## config.mk

```make
export PLATFORM = sky130hd
export DESIGN_NAME = gate_selftest_seq
export DESIGN_NICKNAME = d
export VERILOG_FILES = /design/src/rtl/gate_selftest_seq.sv
export SDC_FILE = /design/constraint.sdc
export NUM_CORES = 1
export LEC_CHECK = 0
export CORE_UTILIZATION = 49
export DETAILED_ROUTE_END_ITERATION = 10
export PLACE_DENSITY = 0.81
export REMOVE_ABC_BUFFERS = 1
export SLEW_MARGIN = 10
export SYNTH_ARGS = -nofsm -noshare
export SYNTH_HDL_FRONTEND = slang
export SYNTH_SLANG_ARGS = --single-unit
export TNS_END_PERCENT = 1
```

## constraint.sdc

```tcl
create_clock -name clk -period 3.01 [get_ports clk]
set_input_delay 0.7525 -clock clk [delete_from_list [all_inputs] [get_ports clk]]
set_output_delay 0.7525 -clock clk [all_outputs]
set_load 0.02 [all_outputs]
```

## src/rtl/gate_selftest_seq.sv

```systemverilog
// Self-test sequencer for a two-input gate stage: applies {a,b}=0..3, waits a
// programmable settle time, checks all six gate outputs and reports the results.
module gate_selftest_seq #(
  parameter int unsigned SETTLE_CYCLES = 2
) (
  input  logic       clk,
  input  logic       rst_n,
  input  logic       start,
  output logic       a,
  output logic       b,
  input  logic       and_g,
  input  logic       or_g,
  input  logic       nand_g,
  input  logic       nor_g,
  input  logic       xor_g,
  input  logic       xnor_g,
  output logic       busy,
  output logic       done,
  output logic       pass,
  output logic [2:0] err_count,
  output logic [5:0] fail_mask,
  output logic [1:0] first_fail
);

  typedef enum logic [2:0] {IDLE, APPLY, SETTLE, CHECK, DONE} state_e;

  localparam logic [3:0] SETTLE_LD = 4'(SETTLE_CYCLES);

  state_e     state_q, state_d;
  logic [1:0] idx_q, idx_d;
  logic [3:0] cnt_q, cnt_d;
  logic       a_q, a_d, b_q, b_d;
  logic       pass_q, pass_d;
  logic [2:0] err_q, err_d;
  logic [5:0] mask_q, mask_d;
  logic [1:0] first_q, first_d;
  logic [5:0] exp_g, mis;

  // Expected values come from the registered stimulus, never from the inputs.
  always_comb begin
    exp_g = {a_q & b_q, a_q | b_q, ~(a_q & b_q), ~(a_q | b_q), a_q ^ b_q, ~(a_q ^ b_q)};
    mis   = exp_g ^ {and_g, or_g, nand_g, nor_g, xor_g, xnor_g};
  end

  always_comb begin
    state_d = state_q;
    idx_d   = idx_q;
    cnt_d   = cnt_q;
    a_d     = a_q;
    b_d     = b_q;
    pass_d  = pass_q;
    err_d   = err_q;
    mask_d  = mask_q;
    first_d = first_q;
    unique case (state_q)
      IDLE: begin
        if (start) begin
          state_d = APPLY;
          idx_d   = 2'd0;
          {a_d, b_d} = 2'b00;
          pass_d  = 1'b0;
          err_d   = 3'd0;
          mask_d  = 6'd0;
          first_d = 2'd0;
        end
      end
      APPLY: begin
        cnt_d   = SETTLE_LD;
        state_d = (SETTLE_LD == 4'd0) ? CHECK : SETTLE;
      end
      SETTLE: begin
        if (cnt_q <= 4'd1) begin
          cnt_d   = 4'd0;
          state_d = CHECK;
        end else begin
          cnt_d = cnt_q - 4'd1;
        end
      end
      CHECK: begin
        mask_d = mask_q | mis;
        if (mis != 6'd0) begin
          err_d = err_q + 3'd1;
          if (err_q == 3'd0) first_d = idx_q;
        end
        if (idx_q == 2'd3) begin
          state_d = DONE;
          // Loaded on entry so pass is visible together with the done pulse.
          pass_d  = (err_d == 3'd0);
        end else begin
          idx_d      = idx_q + 2'd1;
          {a_d, b_d} = idx_q + 2'd1;
          state_d    = APPLY;
        end
      end
      DONE:    state_d = IDLE;
      default: state_d = IDLE;
    endcase
  end

  always_ff @(posedge clk) begin
    if (!rst_n) begin
      state_q <= IDLE;
      idx_q   <= 2'd0;
      cnt_q   <= 4'd0;
      a_q     <= 1'b0;
      b_q     <= 1'b0;
      pass_q  <= 1'b0;
      err_q   <= 3'd0;
      mask_q  <= 6'd0;
      first_q <= 2'd0;
    end else begin
      state_q <= state_d;
      idx_q   <= idx_d;
      cnt_q   <= cnt_d;
      a_q     <= a_d;
      b_q     <= b_d;
      pass_q  <= pass_d;
      err_q   <= err_d;
      mask_q  <= mask_d;
      first_q <= first_d;
    end
  end

  assign a          = a_q;
  assign b          = b_q;
  assign busy       = (state_q != IDLE);
  assign done       = (state_q == DONE);
  assign pass       = pass_q;
  assign err_count  = err_q;
  assign fail_mask  = mask_q;
  assign first_fail = first_q;

endmodule

```

# == Word-level counts from Yosys, hierarchy flattened ==
# Index checks and enable logic that the tools add are counted.
# totals
reg_bits,23
input_bits,9
word_cells,69
# op_classes
n_lt_le_gt_ge,1
add_sub_neg,3
muxes,25
bitwise,8
n_eq_ne,11
n_reduce_logical,12
# ops
cell,n
two-way mux 3 bit,6
"!= test 2 bit, second input constant",6
one-hot mux 3 bit (4 select lines),1
one-hot mux 6 bit (2 select lines),1
zero test 3 bit,3
two-way mux 2 bit,4
one-hot mux 2 bit (2 select lines),2
one-hot mux 4 bit (2 select lines),1
"== test 3 x 2 -> 1 bit, second input constant",2
two-way mux 6 bit,1
OR 6 bit,1
one-hot mux 1 bit (2 select lines),3
one-hot mux 3 bit (2 select lines),1
AND reduction 3 bit,2
nonzero test 6 bit,1
XOR 6 bit,1
"less-or-equal comparator 4 x 1 -> 1 bit, second input constant",1
two-way mux 1 bit,4
two-way mux 4 bit,1
AND reduction 2 bit,2
AND reduction 4 bit,1
nonzero test 2 bit,2
"subtractor 4 x 1 -> 4 bit, second input constant",1
"adder 3 x 1 -> 3 bit, second input constant",1
other kinds (9),11

# == Depth between registers and ports, before layout ==
# logic_depth
word_depth,9
mapped_depth,6
depth_no_buf,6

# == Worst setup path before layout ==
# No wires, ideal clock.
# synth_timing
path_type,flip-flop to flip-flop
start,"register, netlist name idx_q[1]"
end,"register first_q[0], in the netlist first_fail[0]"
n_path_buf,0
path_stages_with_launch,7
slack_ns,0.649
t_arrival_ns,2.289
cell_sequence,dfxtp_1 > inv_1 > ha_1 > or3b_1 > a222oi_1 > or4b_2 > mux2i_1
# synth_rtl
item,line,rtl
end signal: assignment,120,first_q <= first_d;
end: declaration,36,"logic [1:0] first_q, first_d;"

# == Final worst setup path ==
# layout_timing
start,register state_q[2]
end,output port done
# layout_between
elab_chain_len,1
# layout_rtl
item,line,rtl
start: declaration,29,"state_e state_q, state_d;"
start signal: assignment,112,state_q <= state_d;
== test 3 bit,127,assign done = (state_q == DONE);
end: declaration,18,"output logic done,"
# Every way passes these cells.

==> run_results.csv <==
group,metric,value,unit
place,io_buffer_count,24,
power_and_ir_drop,internal_power,495,µW
timing,finalSetupTns,0,ns
clock_network,clk_pin_slew,0.11,ns
power_and_ir_drop,p_sw_share,35.1,%
timing,finalCriticalPeriod,2.56,ns
worst_setup_path,critPathArrivalTime,1.81,ns
power_and_ir_drop,p_seq_share,46.5,%
finish,area_delta_synth_final,25.4,%
yosys,syn_area_per_cell,8.38,µm²
global_route,grt.overflow.total,0,
timing,period_share,85.1,%
yosys,synth_top_area_share,35.8,%
hold_path,hp-class,"reg2reg",
floorplanning,io_pins,25,
yosys,post-synth-top-count-cell,"dfxtp_1",
clock_network,insertion_delay,0.30,ns
routing,first_iter_violations,30,
place,dpl_cell_area,0.00145,mm²
yosys,synth_top_flop_cell,"dfxtp_1",
power_and_ir_drop,p_comb_share,35.9,%
finish,seq_area,420,µm²
global_route,grt_pass1_wl,4220,µm
power_and_ir_drop,power.density,518,mW/mm²
clock_network,cts_buffer_depth,2,
yosys,netlist_top_cells_area,"dfxtp_1 (36%), ha_1 (6.4%), a21oi_1 (5.5%)",
routing,detail-route-antenna-nets,0,
floorplanning,start_util,52.5,%
routing,wl_per_cell,13.0,µm
floorplanning,rows,17,
yosys,netlist_area,0.00117,mm²
floorplanning,die_width,50.9,µm
finish,final_cell_area,0.00147,mm²
timing,fin_skew,0.00176,ns
yosys,synth.ff_latch_count,21,
power_and_ir_drop,p_sw,268,µW
timing,slew_headroom,67.9,%
routing,drc,0,
global_route,grt_usage,21.5,%
run_status,status,"finished clean",
yosys,yosysTopAreaCell,"dfxtp_1",
floorplanning,core_area,0.00223,mm²
timing,fmax,391,MHz
routing,wl,2510,µm
power_and_ir_drop,leakage,0.000537,µW
clock_network,ctsResizeCount,0,
finish,final_nets,181,
yosys,synth_edf_count,0,
yosys,seq_area_frac_synth,35.8,%
worst_setup_path,worstPathRequired,2.26,ns
worst_setup_path,start_kind,"register",
clock_network,cts_hold_buf,0,
finish,n_fill_cell,195,
power_and_ir_drop,pwr-share-clk,17.7,%
clock_network,numCtsBuffers,3,
finish,multi_input_area,697,µm²
timing,tightestPinTransition,0.480,ns
timing,hold_violations,0,
power_and_ir_drop,p_total,762,µW
place,dp_hpwl,1880,µm
routing,vias,1076,
worst_setup_path,cp-end-kind,"output pin",
place,gp_congestion,0.822,
yosys,syn_inst,140,
timing,finalMaxSlewViolations,0,
worst_setup_path,crit_type,"reg2out",
job,cap_viol_max_count,0,
clock_network,cts_tree,"built",
power_and_ir_drop,max-vdd-ir-drop,0.459,mV
finish,drive_above_1_share,6.67,%
global_route,grt_pass1_vias,994,
clock_network,cts_root_buf,"clkbuf_4",
yosys,synth_commonest_cells,"dfxtp_1 (21), nor2_1 (14), a21oi_1 (13)",
worst_setup_path,cp_max_fo,15,
yosys,yosysWarnings,0,
clock_network,htree_levels,1,
clock_network,cts.sinks,21,
global_route,grt_max_degree,16,
yosys,synth-async-reset-ratio,0,%
routing,vias_per_cell,5.58,
floorplanning,dieArea,0.00259,mm²
floorplanning,die_h,50.9,µm
clock_network,post_cts_buffers,0,
global_route,antenna_found_initial,0,
timing,rsz0062_at_grt,"no",
timing,finalSetupViolations,0,
routing,drt_first_pass_iters,5,
finish,diodes,0,
yosys,yosysUniqueCellTypes,35,
[worst max-delay path: stages (launching register included)]
cell	delay [ns]
dfxtp_1	0.64
nor3b_1	0.24
clkdlybuf4s50_1	0.63
[stage by stage]
step	std cells	setup WS, ns	hold WS (ns)	utilization [%]
floorplan	135	0.649	0.485	-
finish	193	0.449	0.470	65.9
detailed placement	189	0.229	0.456	64.7
CTS	193	0.446	0.472	65.9
global placement	189	0.248	0.453	64.7
global route	193	0.356	0.500	65.9
[flip-flops by register name (all words and copies together) (netlist names)]
register	cells
fail_mask	6
cnt_q	4
err_count	3
state_q	3
first_fail	2
idx_q	2
pass	1
[per-layer routing]
layer / GRT usage (%) / vias up / part of all wire [%]
met1: 26.7 / 500 / 47
met5: 0 / - / 0
met2: 37.1 / 34 / 47
met4: 6.94 / 0 / 1.2
met3: 3.87 / 5 / 5.0
li1: - / 537 / -
[area by class of cell]
type / instances / share of cell area, %
clock buffers: 4 / 1.79
flip-flops and latches: 21 / 28.6
multi-input cells: 104 / 47.4
inverters: 10 / 2.55
well taps: 28 / 2.38
repair buffers: 26 / 17.3
[cells by family after synthesis]
group                    after synthesis  share of synthesized area, %
multiplexers                           5                          4.37
AND/OR/NAND/NOR                       54                          25.6
flip-flops                            21                          35.8
buffers and inverters                 15                          4.80
AO/OA/AOI/OAI                         28                          14.8
adder cells (fa/ha/maj)                6                          6.40
XOR/XNOR                              11                          8.21
[placed cells by master, fill, tap and decap left out, drive strengths merged, types with 3 or more instances in the layout]
cell type	n
nor3b	3
inv	9
dfxtp	21
a31oi	3
o21ai	3
clkbuf	4
nand3b	5
clkdlybuf4s50	24
mux2i	4
nand2	9
nand3	3
nor3	6
xnor2	7
ha	6
nor2	14
or3b	4
nor2b	3
xor2	4
a21oi	13
[power groups by stage]
stage | sequential [µW] | combinational (µW) | clock (µW)
2_1_floorplan | 352 | 198 | 0
3_3_place_gp | 354 | 260 | 0
3_5_place_dp | 359 | 270 | 0
4_1_cts | 353 | 274 | 137
5_1_grt | 359 | 307 | 149
6_report | 354 | 273 | 135
[worst paths after layout]
path	endpoint	cells past startpoint	slack (ns)	start
max	done	2	0.45	state_q[2]$_SDFFE_PN0P_
min	first_fail[0]$_SDFFE_PN0P_	2	0.47	first_fail[0]$_SDFFE_PN0P_
max reg2reg	pass$_SDFFE_PN0P_	7	0.76	idx_q[0]$_SDFFE_PN0P_
min reg2reg	first_fail[0]$_SDFFE_PN0P_	2	0.47	first_fail[0]$_SDFFE_PN0P_
Note: power is estimated with default switching activity, not from simulation.
